`src/rtl/rvfi_commit_gen.sv`:
```
// Retire-side commit packet producer with order counter, halt stop, and sticky PC/watchdog error.
// Latency 1 cycle (registered packet); no backpressure, every RUN-state retire is emitted.
module rvfi_commit_gen #(
  parameter int unsigned WATCHDOG  = 1000,
  parameter logic [31:0] HALT_INST = 32'h0000006f,
  parameter logic [31:0] RESET_PC  = 32'h40000000
) (
  input  logic        clk,
  input  logic        rst,
  input  logic        wb_valid,
  input  logic [31:0] wb_inst,
  input  logic [4:0]  wb_rs1_addr,
  input  logic [4:0]  wb_rs2_addr,
  input  logic [31:0] wb_rs1_rdata,
  input  logic [31:0] wb_rs2_rdata,
  input  logic        wb_regf_we,
  input  logic [4:0]  wb_rd_addr,
  input  logic [31:0] wb_rd_wdata,
  input  logic [31:0] wb_pc_rdata,
  input  logic [31:0] wb_pc_wdata,
  input  logic [31:0] wb_mem_addr,
  input  logic [3:0]  wb_mem_rmask,
  input  logic [3:0]  wb_mem_wmask,
  input  logic [31:0] wb_mem_rdata,
  input  logic [31:0] wb_mem_wdata,
  output logic        mon_valid,
  output logic [63:0] mon_order,
  output logic [31:0] mon_inst,
  output logic [4:0]  mon_rs1_addr,
  output logic [4:0]  mon_rs2_addr,
  output logic [31:0] mon_rs1_rdata,
  output logic [31:0] mon_rs2_rdata,
  output logic [4:0]  mon_rd_addr,
  output logic [31:0] mon_rd_wdata,
  output logic [31:0] mon_pc_rdata,
  output logic [31:0] mon_pc_wdata,
  output logic [31:0] mon_mem_addr,
  output logic [3:0]  mon_mem_rmask,
  output logic [3:0]  mon_mem_wmask,
  output logic [31:0] mon_mem_rdata,
  output logic [31:0] mon_mem_wdata,
  output logic        mon_load_regfile,
  output logic        mon_halt,
  output logic        err,
  output logic [1:0]  err_cause
);

  typedef enum logic {S_RUN = 1'b0, S_HALTED = 1'b1} state_t;

  state_t      state, state_nxt;
  logic        running, commit, is_halt, load_rf;
  logic [63:0] order_cnt;
  logic [31:0] expected_pc;
  logic [31:0] wd_cnt, wd_nxt;
  logic        wd_trip;
  logic [1:0]  cause_nxt;

  always_ff @(posedge clk or posedge rst) begin
    if (rst) state <= S_RUN;
    else     state <= state_nxt;
  end

  always_comb begin
    state_nxt = state;
    if (state == S_RUN && wb_valid && wb_inst == HALT_INST) state_nxt = S_HALTED;
  end

  always_comb begin
    running = (state == S_RUN);
    commit  = running && wb_valid;
  end

  assign is_halt = (wb_inst == HALT_INST);
  assign load_rf = wb_regf_we && (wb_rd_addr != 5'd0);

  // Watchdog trips on the cycle the count would reach WATCHDOG, so err shows after exactly WATCHDOG idle edges.
  always_comb begin
    wd_nxt  = wd_cnt;
    wd_trip = 1'b0;
    if (WATCHDOG != 0 && running) begin
      if (wb_valid)                wd_nxt = 32'd0;
      else if (wd_cnt < WATCHDOG)  wd_nxt = wd_cnt + 32'd1;
      wd_trip = !wb_valid && (wd_nxt == WATCHDOG);
    end
  end

  always_comb begin
    cause_nxt = 2'b00;
    if (commit && wb_pc_rdata != expected_pc) cause_nxt = 2'b01;
    else if (commit && wb_pc_wdata[1:0] != 2'b00) cause_nxt = 2'b10;
    else if (wd_trip) cause_nxt = 2'b11;
  end

  always_ff @(posedge clk or posedge rst) begin
    if (rst) begin
      mon_valid        <= 1'b0;
      mon_order        <= 64'd0;
      mon_inst         <= 32'd0;
      mon_rs1_addr     <= 5'd0;
      mon_rs2_addr     <= 5'd0;
      mon_rs1_rdata    <= 32'd0;
      mon_rs2_rdata    <= 32'd0;
      mon_rd_addr      <= 5'd0;
      mon_rd_wdata     <= 32'd0;
      mon_pc_rdata     <= 32'd0;
      mon_pc_wdata     <= 32'd0;
      mon_mem_addr     <= 32'd0;
      mon_mem_rmask    <= 4'd0;
      mon_mem_wmask    <= 4'd0;
      mon_mem_rdata    <= 32'd0;
      mon_mem_wdata    <= 32'd0;
      mon_load_regfile <= 1'b0;
      mon_halt         <= 1'b0;
      err              <= 1'b0;
      err_cause        <= 2'b00;
      order_cnt        <= 64'd0;
      expected_pc      <= RESET_PC;
      wd_cnt           <= 32'd0;
    end else begin
      mon_valid <= commit;
      wd_cnt    <= wd_nxt;
      if (commit) begin
        mon_order        <= order_cnt;
        order_cnt        <= order_cnt + 64'd1;
        expected_pc      <= wb_pc_wdata;
        mon_inst         <= wb_inst;
        mon_rs1_addr     <= wb_rs1_addr;
        mon_rs2_addr     <= wb_rs2_addr;
        mon_rs1_rdata    <= wb_rs1_rdata;
        mon_rs2_rdata    <= wb_rs2_rdata;
        mon_rd_addr      <= load_rf ? wb_rd_addr : 5'd0;
        mon_rd_wdata     <= load_rf ? wb_rd_wdata : 32'd0;
        mon_pc_rdata     <= wb_pc_rdata;
        mon_pc_wdata     <= wb_pc_wdata;
        mon_mem_addr     <= wb_mem_addr;
        mon_mem_rmask    <= wb_mem_rmask;
        mon_mem_wmask    <= wb_mem_wmask;
        mon_mem_rdata    <= wb_mem_rdata;
        mon_mem_wdata    <= wb_mem_wdata;
        mon_load_regfile <= load_rf;
        mon_halt         <= is_halt;
      end
      // First error wins; later causes never overwrite.
      if (!err && cause_nxt != 2'b00) begin
        err       <= 1'b1;
        err_cause <= cause_nxt;
      end
    end
  end

endmodule

```
`config.mk`:
```
export PLATFORM = sky130hd
export DESIGN_NAME = rvfi_commit_gen
export DESIGN_NICKNAME = d
export VERILOG_FILES = /design/src/rtl/rvfi_commit_gen.sv
export SDC_FILE = /design/constraint.sdc
export NUM_CORES = 1
export LEC_CHECK = 0
export BUFFER_PORTS_ARGS = -buffer_cell sky130_fd_sc_hd__buf_2
export CORE_AREA = 2 2 267 269
export DETAILED_ROUTE_END_ITERATION = 6
export DIE_AREA = 0 0 269 271
export PLACE_DENSITY = 0.61
export SETUP_SLACK_MARGIN = 0.4
export SKIP_CTS_REPAIR_TIMING = 1
export SYNTH_ARGS = -nofsm -noshare
export SYNTH_HDL_FRONTEND = slang
export SYNTH_SLANG_ARGS = --single-unit
```
`constraint.sdc`:
```
create_clock -name clk -period 40.6 [get_ports clk]
set_input_delay 2.03 -clock clk [delete_from_list [all_inputs] [get_ports clk]]
set_output_delay 2.03 -clock clk [all_outputs]
set_load 0.01 [all_outputs]
```
==> metrics.md <==
| Metric | Value |
|---|---|
| Outcome | `finished clean` |
| Synth Area in Adders | `0.00130` |
| Pwr Density | `47.1 nW/um^2` |
| CTS tree | `built` |
| Clock group share of total power | `0.436` |
| Core ar. | `69800 um^2` |
| Starting Density | `0.275` |
| Die Ht | `271 um` |
| HPWL reported at the end of detailed placement | `45800 um` |
| IO Count | `696` |
| Slowest stage delay, CP | `0.85 ns` |
| Setup crit end kind | `register` |
| CP cell instances | `buf_2, nand2b_4, inv_8, buf_4, buf_4, nand2_1, nand2_1` |
| Crit path max fanout | `170` |
| Highest clock rate | `0.198 GHz` |
| Critical Path RT | `41.12 ns` |
| Hold Vio Cnt, Final | `0` |
| Worst-Margin Slew | `1.18 ns` |
| Leading cell types by count after synthesis | `1043 x nand2_1, 478 x dfrtp_1, 90 x clkbuf_1` |
| Clock Sink Count | `479` |
| Via density | `4.35` |
| Area of the multi-input gates | `6580 um^2` |
| # rows | `97` |
| Crit path arrival time | `5.57 ns` |
| CTS root buf | `clkbuf_16` |
| Largest net degree at the start of global routing | `204` |
| Synth area leaders | `dfrtp_1 62%, nand2_1 20%, xnor2_1 2.4%` |
| First-pass GRT wire length | `94000 um` |
| Simple-Gate Fraction of Synth Area | `0.267` |
| Pleak | `14.0 nW` |
| FF/Latch Area | `12000 um^2` |
| Mux cell area share after synthesis | `0.00261` |
| WL final | `62600 um` |
| EDFF count, synth | `0` |
| Ys Warns | `0` |
| Cell taking the most area after synthesis | `dfrtp_1` |
| Initial antenna violation count | `24` |
| Fin crit share | `0.124` |
| Drt wl/cell | `17.2 um` |
| Synth-to-layout area growth | `31.9%` |
| Hold crit path type | `register to register` |
| XOR/XNOR share of the synthesized area | `0.0447` |
| Top-count cell post-synth | `nand2_1` |
| R2R cell count | `6` |
| Post-layout util | `0.363` |
| CP Class | `input pin to register` |
| GRT Util Overall | `0.166` |
| RD Place Congestion | `0.872` |
| RSZ-0062 raised after global routing | `no` |
| Synth Flop Type | `dfrtp_1` |
| Combinational power share | `0.114` |
| Slew Limit Fails | `0` |
| Post-synthesis sequential area ratio | `0.625` |
| H-tree Lvls | `2` |
| ANT nets after route | `0` |
| Psw | `0.312 mW` |
| Reg2reg setup slack | `36.62 ns` |
| Worst skew pair latency | `0.59 ns` |
| Total CTS buffers | `53` |
| Area after DPL | `23400 um^2` |
| CP max stage cell | `buf_4` |
| GR Overflow Total | `0` |
| Sequential power share | `0.449` |
| Fillers | `7140` |
| Post-Syn Nets | `2338` |
| First-pass DRT Iterations | `5` |
| Setup tns final | `0 ns` |
| Syn Area/Cell | `9.50 um^2` |
| Number of global-route vias before repair | `15900` |
| Fraction of layout cells with a size suffix above 1 | `0.304` |
| Peak supply drop | `30.0 uV` |
| Startpoint types | `input pin` |
| WHS Path Cells | `2` |
| Post-layout nets | `2975` |
| Post-Syn Instances | `2021` |
| Max-cap violations | `0` |
| Fin Clk Skew | `0.0204 ns` |
| Slew HR | `0.211` |
| Die X-Extent | `269 um` |
| Port-buffer cells | `695` |
| Via Count | `15900` |
| Worst-path clk slew | `0.06 ns` |
| Pint | `0.881 mW` |
| Die ar. | `72900 um^2` |
| Switch share | `0.261` |
| Tot Pwr | `1.19 mW` |
| Starting DRT DRC Count | `1005` |
| Share of Yosys cell area claimed by the top area cell type | `0.623` |
| Setup violations, final | `0` |
| Mapped cell area | `19200 um^2` |
| Distinct cell type count after synthesis | `50` |
| #FFs+latches synth | `479` |
| CTS max path bufs | `3` |
| Async S/R FF share, synth | `1.00` |
| DRC viols | `0` |
| Min Tclk post-route | `5.05 ns` |
| Post-route cell area | `25300 um^2` |
| Compound-Gate Fraction of Synth Area | `0.0270` |
| Largest family of logic cells by synthesized area | `simple AND/OR/NAND/NOR gates` |
-- routing by layer --
metal,up-vias,global-route usage,share of wire
met1,7501,0.193,0.39
li1,7624,-,-
met5,-,0,0.00037
met3,129,0.0522,0.086
met4,4,0.0615,0.035
met2,605,0.286,0.49
-- cells by family (layout without fill, tap and decap cells) --
kind of cell	count (synthesis)	after routing
compound gates	74	74
xor+xnor	98	98
fa+ha+maj	2	2
buf+inv	138	817
flops	479	479
mux	5	5
other cells	0	10
simple gates	1225	1225
-- flip-flops by register name, indices dropped and copies added, names as in the netlist, 32 cells and up --
| register | cells |
|---|---|
| mon_rd_wdata | 32 |
| mon_order | 64 |
| wd_cnt | 32 |
| order_cnt | 64 |
| mon_mem_rdata | 32 |
| mon_pc_wdata | 32 |
| mon_mem_wdata | 32 |
| mon_pc_rdata | 32 |
| mon_rs2_rdata | 32 |
| mon_rs1_rdata | 32 |
| mon_mem_addr | 32 |
| mon_inst | 32 |
-- critical path: cells and delay by family --
| family | cells | cell delay, ns |
|---|---|---|
| buffers and inverters | 4 | 2.67 |
| AND/OR/NAND/NOR | 3 | 0.68 |
-- cell usage in the layout (no fill, tap or decap), types with 3 or more instances in the layout --
cell / instances
and3_1: 4
diode_2: 10
xor2_1: 46
nand2_1: 1043
nor2_1: 32
bufinv_16: 9
a21oi_1: 6
clkinvlp_4: 3
dfrtp_1: 478
and4_1: 6
clkinv_4: 3
inv_1: 11
mux2i_1: 5
nor3_1: 6
clkbuf_1: 8
nor4_4: 4
clkinv_2: 8
and2_1: 22
clkbuf_16: 54
nor4_2: 7
nor4_1: 18
clkbuf_8: 9
nand4_1: 21
xnor2_1: 52
or4_1: 3
a31oi_1: 3
o21ai_0: 26
nor2b_1: 3
or2_1: 3
inv_8: 3
nand3_1: 33
a22o_1: 32
buf_4: 11
buf_2: 695
-- power groups by stage --
stage	clock network [mW]	registers [mW]	logic [mW]
2_1_floorplan	0	0.554	0.0578
3_3_place_gp	0	0.544	0.138
3_5_place_dp	0	0.544	0.139
4_1_cts	0.536	0.536	0.139
5_1_grt	0.556	0.540	0.153
6_report	0.521	0.536	0.136
-- final cells by class --
type / count / area share
clock buffers: 71 / 0.0595
flip-flops and latches: 479 / 0.474
inverters: 13 / 0.00252
repair buffers: 707 / 0.141
diodes: 10 / 0.000989
multi-input cells: 1404 / 0.260
well taps: 940 / 0.0465
clock inverters: 26 / 0.0156
-- worst paths after layout --
| check | end | start |
|---|---|---|
| hold reg to reg | mon_rd_addr[3] | mon_rd_addr[3] |
| setup / recovery | mon_mem_addr[1] | wb_valid |
| setup reg to reg | mon_mem_addr[1] | state |
| min in group asynchronous | mon_pc_rdata[31] | rst |
| hold / removal | mon_rd_addr[3] | mon_rd_addr[3] |
| max in group asynchronous | mon_mem_wdata[18] | rst |
-- metrics by stage --
stage | cells | hold slack, ns | worst slack [ns]
after global placement | 3543 | 0.445 | 34.85
after global routing | 3647 | 0.484 | 35.18
after detailed placement | 3543 | 0.453 | 34.85
after CTS | 3640 | 0.466 | 35.47
after floorplan | 2021 | 0.441 | 25.21
final | 3650 | 0.462 | 35.55
(Power assumes the default switching activity.)
